==> config.mk <==
export PLATFORM = sky130hd
export DESIGN_NAME = q2_sequencer
export DESIGN_NICKNAME = d
export VERILOG_FILES = /design/src/rtl/q2_sequencer.sv
export SDC_FILE = /design/constraint.sdc
export NUM_CORES = 1
export LEC_CHECK = 0
export CORE_MARGIN = 4
export CORE_UTILIZATION = 52
export CTS_BUF_LIST = sky130_fd_sc_hd__clkbuf_4
export CTS_CLUSTER_SIZE = 10
export DETAILED_ROUTE_END_ITERATION = 12
export GPL_TIMING_DRIVEN = 0
export PLACE_DENSITY = 0.86
export SYNTH_ARGS = -nofsm -noshare
export SYNTH_HDL_FRONTEND = slang
export SYNTH_SLANG_ARGS = --single-unit
==> constraint.sdc <==
create_clock -name clk -period 1.9 [get_ports clk]
set_clock_uncertainty 0.15 [all_clocks]
set_input_delay 0.38 -clock clk [delete_from_list [all_inputs] [get_ports clk]]
set_output_delay 0.38 -clock clk [all_outputs]
set_load 0.1 [all_outputs]
==> src/rtl/q2_sequencer.sv <==
// Instruction-cycle sequencer for the Q2 bit-serial CPU: two-phase states, serial ALU loop, panel run/stop/step.
// Optional `define Q2_PANEL_SYNC_EN adds a 2-flop synchronizer and rising-edge detect on the panel switches.
module q2_sequencer #(
  parameter int ALU_STEPS     = 8,
  parameter bit START_RUNNING = 1'b0
) (
  input  logic clk,
  input  logic rst,
  input  logic deref,
  input  logic o2,
  input  logic o1,
  input  logic o0,
  input  logic run_sw,
  input  logic stop_sw,
  input  logic step_sw,
  output logic s0,
  output logic s1,
  output logic s2,
  output logic s3,
  output logic ws,
  output logic running,
  output logic halted
);

  localparam logic [3:0] ST_FETCH    = 4'b0000;
  localparam logic [3:0] ST_DEREF    = 4'b0001;
  localparam logic [3:0] ST_LOAD     = 4'b0010;
  localparam logic [3:0] ST_EXEC     = 4'b0011;
  localparam logic [3:0] ST_ALU      = 4'b0100;
  localparam logic [3:0] ST_ALU_LAST = 4'b1100;
  localparam logic [3:0] LAST_CNT    = 4'(ALU_STEPS - 2);

  logic       run_p_s, stop_p_s, step_p_s;
  logic [3:0] state_r, state_n_s;
  logic       phase_r, phase_n_s;
  logic [3:0] cnt_r, cnt_n_s;
  logic       pend_r, pend_n_s;
  logic       running_r, running_n_s;
  logic       halted_r;
  logic       step_mode_r, step_mode_n_s;
  logic       unused_op_bits_s;

  // o1/o0 select the operation inside the control decoder; sequencing never depends on them
  assign unused_op_bits_s = o1 ^ o0;

`ifdef Q2_PANEL_SYNC_EN
  logic [2:0] sw_meta_r, sw_sync_r, sw_prev_r;

  // Panel switch synchronizer and rising-edge detector
  always_ff @(posedge clk or posedge rst) begin
    if (rst) begin
      sw_meta_r <= 3'b000;
      sw_sync_r <= 3'b000;
      sw_prev_r <= 3'b000;
    end else begin
      sw_meta_r <= {run_sw, stop_sw, step_sw};
      sw_sync_r <= sw_meta_r;
      sw_prev_r <= sw_sync_r;
    end
  end

  assign {run_p_s, stop_p_s, step_p_s} = sw_sync_r & ~sw_prev_r;
`else
  assign run_p_s  = run_sw;
  assign stop_p_s = stop_sw;
  assign step_p_s = step_sw;
`endif

  // Next-state logic: state only moves on the edge ending phase 1
  always_comb begin
    state_n_s     = state_r;
    phase_n_s     = phase_r;
    cnt_n_s       = cnt_r;
    pend_n_s      = pend_r;
    running_n_s   = running_r;
    step_mode_n_s = step_mode_r;
    if (!running_r) begin
      // Halted in FETCH phase 0: stop beats run, run beats step
      pend_n_s = 1'b0;
      if (stop_p_s) begin
        running_n_s = 1'b0;
      end else if (run_p_s) begin
        running_n_s   = 1'b1;
        step_mode_n_s = 1'b0;
        phase_n_s     = 1'b1;
      end else if (step_p_s) begin
        running_n_s   = 1'b1;
        step_mode_n_s = 1'b1;
        phase_n_s     = 1'b1;
      end else begin
        running_n_s = 1'b0;
      end
    end else if (!phase_r) begin
      if ((state_r == ST_FETCH) && (pend_r || stop_p_s)) begin
        running_n_s   = 1'b0;
        pend_n_s      = 1'b0;
        step_mode_n_s = 1'b0;
      end else begin
        phase_n_s = 1'b1;
        pend_n_s  = pend_r | stop_p_s;
      end
    end else begin
      phase_n_s = 1'b0;
      pend_n_s  = pend_r | stop_p_s;
      case (state_r)
        ST_FETCH: begin
          if (deref) begin
            state_n_s = ST_DEREF;
          end else if (o2) begin
            state_n_s = ST_EXEC;
          end else begin
            state_n_s = ST_LOAD;
          end
        end
        ST_DEREF: state_n_s = o2 ? ST_EXEC : ST_LOAD;
        ST_LOAD: begin
          state_n_s = ST_ALU;
          cnt_n_s   = 4'd0;
        end
        ST_ALU: begin
          cnt_n_s   = cnt_r + 4'd1;
          state_n_s = (cnt_r < LAST_CNT) ? ST_ALU : ST_ALU_LAST;
        end
        ST_ALU_LAST: state_n_s = ST_EXEC;
        ST_EXEC: begin
          state_n_s = ST_FETCH;
          // Instruction boundary: honour a pending stop or the end of a single step
          if (pend_r || stop_p_s || step_mode_r) begin
            running_n_s   = 1'b0;
            pend_n_s      = 1'b0;
            step_mode_n_s = 1'b0;
          end else begin
            running_n_s = 1'b1;
          end
        end
        default: begin
          state_n_s = ST_FETCH;
          cnt_n_s   = 4'd0;
        end
      endcase
    end
  end

  // Sequencer registers; phase_r doubles as the glitch-free write strobe
  always_ff @(posedge clk or posedge rst) begin
    if (rst) begin
      state_r     <= ST_FETCH;
      phase_r     <= 1'b0;
      cnt_r       <= 4'd0;
      pend_r      <= 1'b0;
      running_r   <= START_RUNNING;
      halted_r    <= ~START_RUNNING;
      step_mode_r <= 1'b0;
    end else begin
      state_r     <= state_n_s;
      phase_r     <= phase_n_s;
      cnt_r       <= cnt_n_s;
      pend_r      <= pend_n_s;
      running_r   <= running_n_s;
      halted_r    <= ~running_n_s;
      step_mode_r <= step_mode_n_s;
    end
  end

  assign {s3, s2, s1, s0} = state_r;
  assign ws               = phase_r;
  assign running          = running_r;
  assign halted           = halted_r;

endmodule

==> impl_summary.md <==
Critical path
The setup path with the least slack is of type reg -> out. The slack of the worst reg-to-reg path is 0.10 ns. The worst setup path is captured at an output port. Counting cells, the worst reg-to-reg path comes to 4. The worst register-to-register path ends at ws.

For this run, the slowest stage of the critical path takes 0.54 ns. The beginning of the critical path is halted. The critical path goes through clkdlybuf4s15_2. At the worst endpoint, the required time is 1.37 ns.

The critical path arrival is 1.34 ns. The number of buffer and inverter stages on the critical path is 1. The cell class contributing the biggest share of worst-path delay is buffers and inverters.

The maximum net fanout on the critical path is 1. The slowest cell on the critical path is clkdlybuf4s15_2. The source of the worst register-to-register timing path is state_r[0]. The worst setup path is launched from a flop.

Layout
For this run, the post-layout net count is 113. The multi-input gate area in the final layout is 438 um^2. Summing all flip-flop and latch instances after layout gives 347 um^2.

The fraction of layout cells with a size suffix above 1 is 0.304. The area added between synthesis and finish is 27.3%. The final design instance area without fill is 1010 um^2. The repair_antennas step left the layout with diodes totalling 0. Fill cells in the final layout number 103.

Global routing
The first global-routing pass estimated 2.79 mm of wire. The initial antenna violation count is 0. The via count of the first global-routing pass is 700. The maximum number of pins on one net before global-route repair is 14. The total overflow left after global routing is 0. The global-route total usage across every layer is 0.186.

Timing
Setup repair after global routing left no endpoint under its margin. The number of pins with negative max-slew slack in the final report came to 0. The transition at the pin with the smallest max-transition slack is 0.554 ns. The achievable frequency is 536 MHz. Setup violations remaining at the end of the flow were counted as 0. Measured against its own limit, the worst slew margin works out to 0.633. The final hold violation count is 0.

In the final timing run, aggregate negative setup slack is 0 ns. The final critical-path share of the clock period is 0.983. The worst path needs 1.87 ns of the cycle, external delays included.

Clock network
The root buffer cell is clkbuf_4. The number of H-tree levels is 1. The number of buffers created by CTS is 3. Clock tree synthesis found a total of 13 sinks. After clock tree synthesis, the clock-pin slew on the worst setup and hold paths is 0.08 ns. TritonCTS built the clock tree.

Clock latency on the worst-skew pair, taken at its later pin, is 0.28 ns. Counting along the longest clock path gives a buffer depth of 2.

Power and ir drop
Power spread over the standard cell area amounts to 1800 nW/um^2. The leakage power figure is 0.000400 uW. The maximum VDD drop is 0.00114 V.

Synthesis
The number of warnings printed during yosys synthesis is 0. In this run, distinct cell masters in the synthesized netlist total 38. The synthesized netlist occupies a cell area of 797 um^2. The number of nets in the synthesized netlist is 95. The most used flip-flop cell after synthesis is dfrtp_1. Of the total synthesized cell area, the portion taken by AND, OR, NAND and NOR gates is 0.331. After synthesis, the share of cell area in mux cells is 0.0251.

The portion of synthesized cell area occupied by the leading cell type is 0.377. A synthesized cell averages 9.38 um^2. Sorting the synthesized cells by how often they occur yields 12 x dfrtp_1, 6 x nand2_1, 6 x nor2_1. Synthesis produced 85 cells. The largest family of logic cells by synthesized area is simple AND/OR/NAND/NOR gates. The number of enable flip-flop cells after synthesis is 0. The post-synthesis async set-or-reset flop share is 1.00. The largest area contributor in the netlist is dfrtp_1. The fraction of synthesized cell area in xor and xnor cells is 0. The most numerous cell in the Yosys netlist is dfrtp_1.

After synthesis, the cell types taking the most area are dfrtp_1 38%, dfstp_2 3.3%, nor4b_1 3.3%, nor3_1 3.1%, nand2_1 2.8%. The post-synthesis sequential area ratio is 0.410. The fraction of the mapped netlist area in compound gates is 0.166. Of the total synthesized cell area, the portion taken by full adders, half adders and majority gates is 0.0157. The number of storage elements in the synthesis netlist is 13.

Floorplan
The count of standard-cell rows is 13. The floorplan step set the die width to 47.2 um. The floorplan step defined a die boundary enclosing 2220 um^2. The number of primary I/O pins is 16. The core region is 1370 um^2.

The vertical die dimension is 47.2 um. The initial utilization of the core area, before any placement, comes to 0.583.

Route
The total via count in the routed design is 718. The DRC marker count from the first detailed-route iteration is 15. The total DRC errors in the routed layout is 0.

After detailed routing, the average wire length per cell comes to 15.3 um. After detailed routing, the number of vias per cell comes to 6.14. Summed over all layers, the routed wires come to 1.79 mm. Before antenna repair, the detailed router went through 4 iterations.

In this run the remaining antenna-violating nets after routing total 0.

Flow run
Max-cap violations in this run came to 0.

Place
The weighted congestion at the end of routability-driven global placement is 0.770. The total of buffers placed on input and output ports is 13. The instance area at placement is 968 um^2. Detailed placement finished with a half-perimeter wire length of 1.30 mm.

Status
The flow ran to the end, and the final reports show no timing, DRC or antenna violations.

Min path
The worst min-delay path class is in -> async.
-- placed cells by master, fill, tap and decap left out, types with 2 or more instances in the layout --
| master | Yosys | final |
|---|---|---|
| clkdlybuf4s50_1 | 0 | 6 |
| nor4b_1 | 3 | 2 |
| a21oi_1 | 3 | 3 |
| or4_4 | 2 | 2 |
| nor3_1 | 5 | 5 |
| o21ai_0 | 3 | 3 |
| nor2_1 | 6 | 6 |
| or3_1 | 2 | 2 |
| dfrtp_1 | 12 | 6 |
| inv_1 | 5 | 5 |
| dfrtp_4 | 0 | 5 |
| buf_2 | 3 | 3 |
| o21ai_1 | 2 | 2 |
| nor2b_1 | 3 | 3 |
| clkbuf_4 | 0 | 4 |
| nand3_1 | 3 | 3 |
| o31ai_1 | 2 | 2 |
| clkdlybuf4s15_2 | 0 | 7 |
| nand2_1 | 6 | 5 |
| mux2i_1 | 2 | 2 |
-- state kept, by name (all words and copies together), names as in the netlist --
register,flops
pend_r,1
state_r,4
step_mode_r,1
halted,1
cnt_r,4
running,1
ws,1
-- how the worst max path moves through the flow --
| stage | slack [ns] | cells after the start | end |
|---|---|---|---|
| after floorplan | -0.007 | 3 | cnt_r[3] |
| after global placement | -0.24 | 1 | halted |
| after detailed placement | -0.25 | 1 | halted |
| after CTS | 0.03 | 1 | halted |
| after global routing | 0.008 | 1 | halted |
| final | 0.03 | 1 | halted |
-- layer usage --
layer	vias to the layer above	wire, um	part of all wire	global-route usage
met1	348	769	0.43	0.194
met4	0	61	0.034	0.127
li1	348	-	-	-
met5	-	0	0	0
met2	15	900	0.50	0.328
met3	7	59	0.033	0.0421
-- layout make-up --
class / count / area share
Multi-Input combinational cell: 62 / 0.432
Sequential cell: 13 / 0.342
Timing Repair Buffer: 13 / 0.137
Clock buffer: 4 / 0.0296
Buffer: 5 / 0.0234
Inverter: 5 / 0.0185
Tap cell: 15 / 0.0185
-- worst reg2reg max path, cell delays in order (launching register included) --
cell,delay (ns)
dfrtp_4,0.49
buf_2,0.19
or4_4,0.58
o21bai_1,0.17
a21oi_1,0.09
-- kinds of logic after synthesis --
group,after synthesis
AND/OR/NAND/NOR,40
AO/OA/AOI/OAI,19
flip-flops,13
buffers and inverters,10
multiplexers,2
adder cells (fa/ha/maj),1
-- through the flow --
step | instances | setup slack (ns) | util | total power [uW] | hold WS, ns
6_report | 117 | 0.0331 | 0.743 | 1820 | 0.269
5_1_grt | 117 | 0.00768 | 0.743 | 1930 | 0.316
4_1_cts | 117 | 0.0287 | 0.742 | 1820 | 0.295
3_5_place_dp | 113 | -0.246 | 0.709 | 1640 | 0.395
3_3_place_gp | 113 | -0.243 | 0.709 | 1600 | 0.375
2_1_floorplan | 85 | -0.00741 | - | 1400 | 0.106
-- repair_timing --
item                                    in CTS  in global routing
endpoints found under the setup margin       9                  2
setup buffers                                0                  0
resized for setup                           22                  2
hold buffers                                 0                  0
pin swaps                                    0                  1
-- power breakdown --
group / internal, uW / switching [uW] / total, uW / leakage [uW]
Clock: 95.8 / 93.3 / 189 / 0.0000184
Combinational: 356 / 759 / 1120 / 0.000231
Sequential: 412 / 107 / 519 / 0.000151
Total: 864 / 960 / 1820 / 0.000400
No activity file was read; power rests on OpenSTA's default activity.
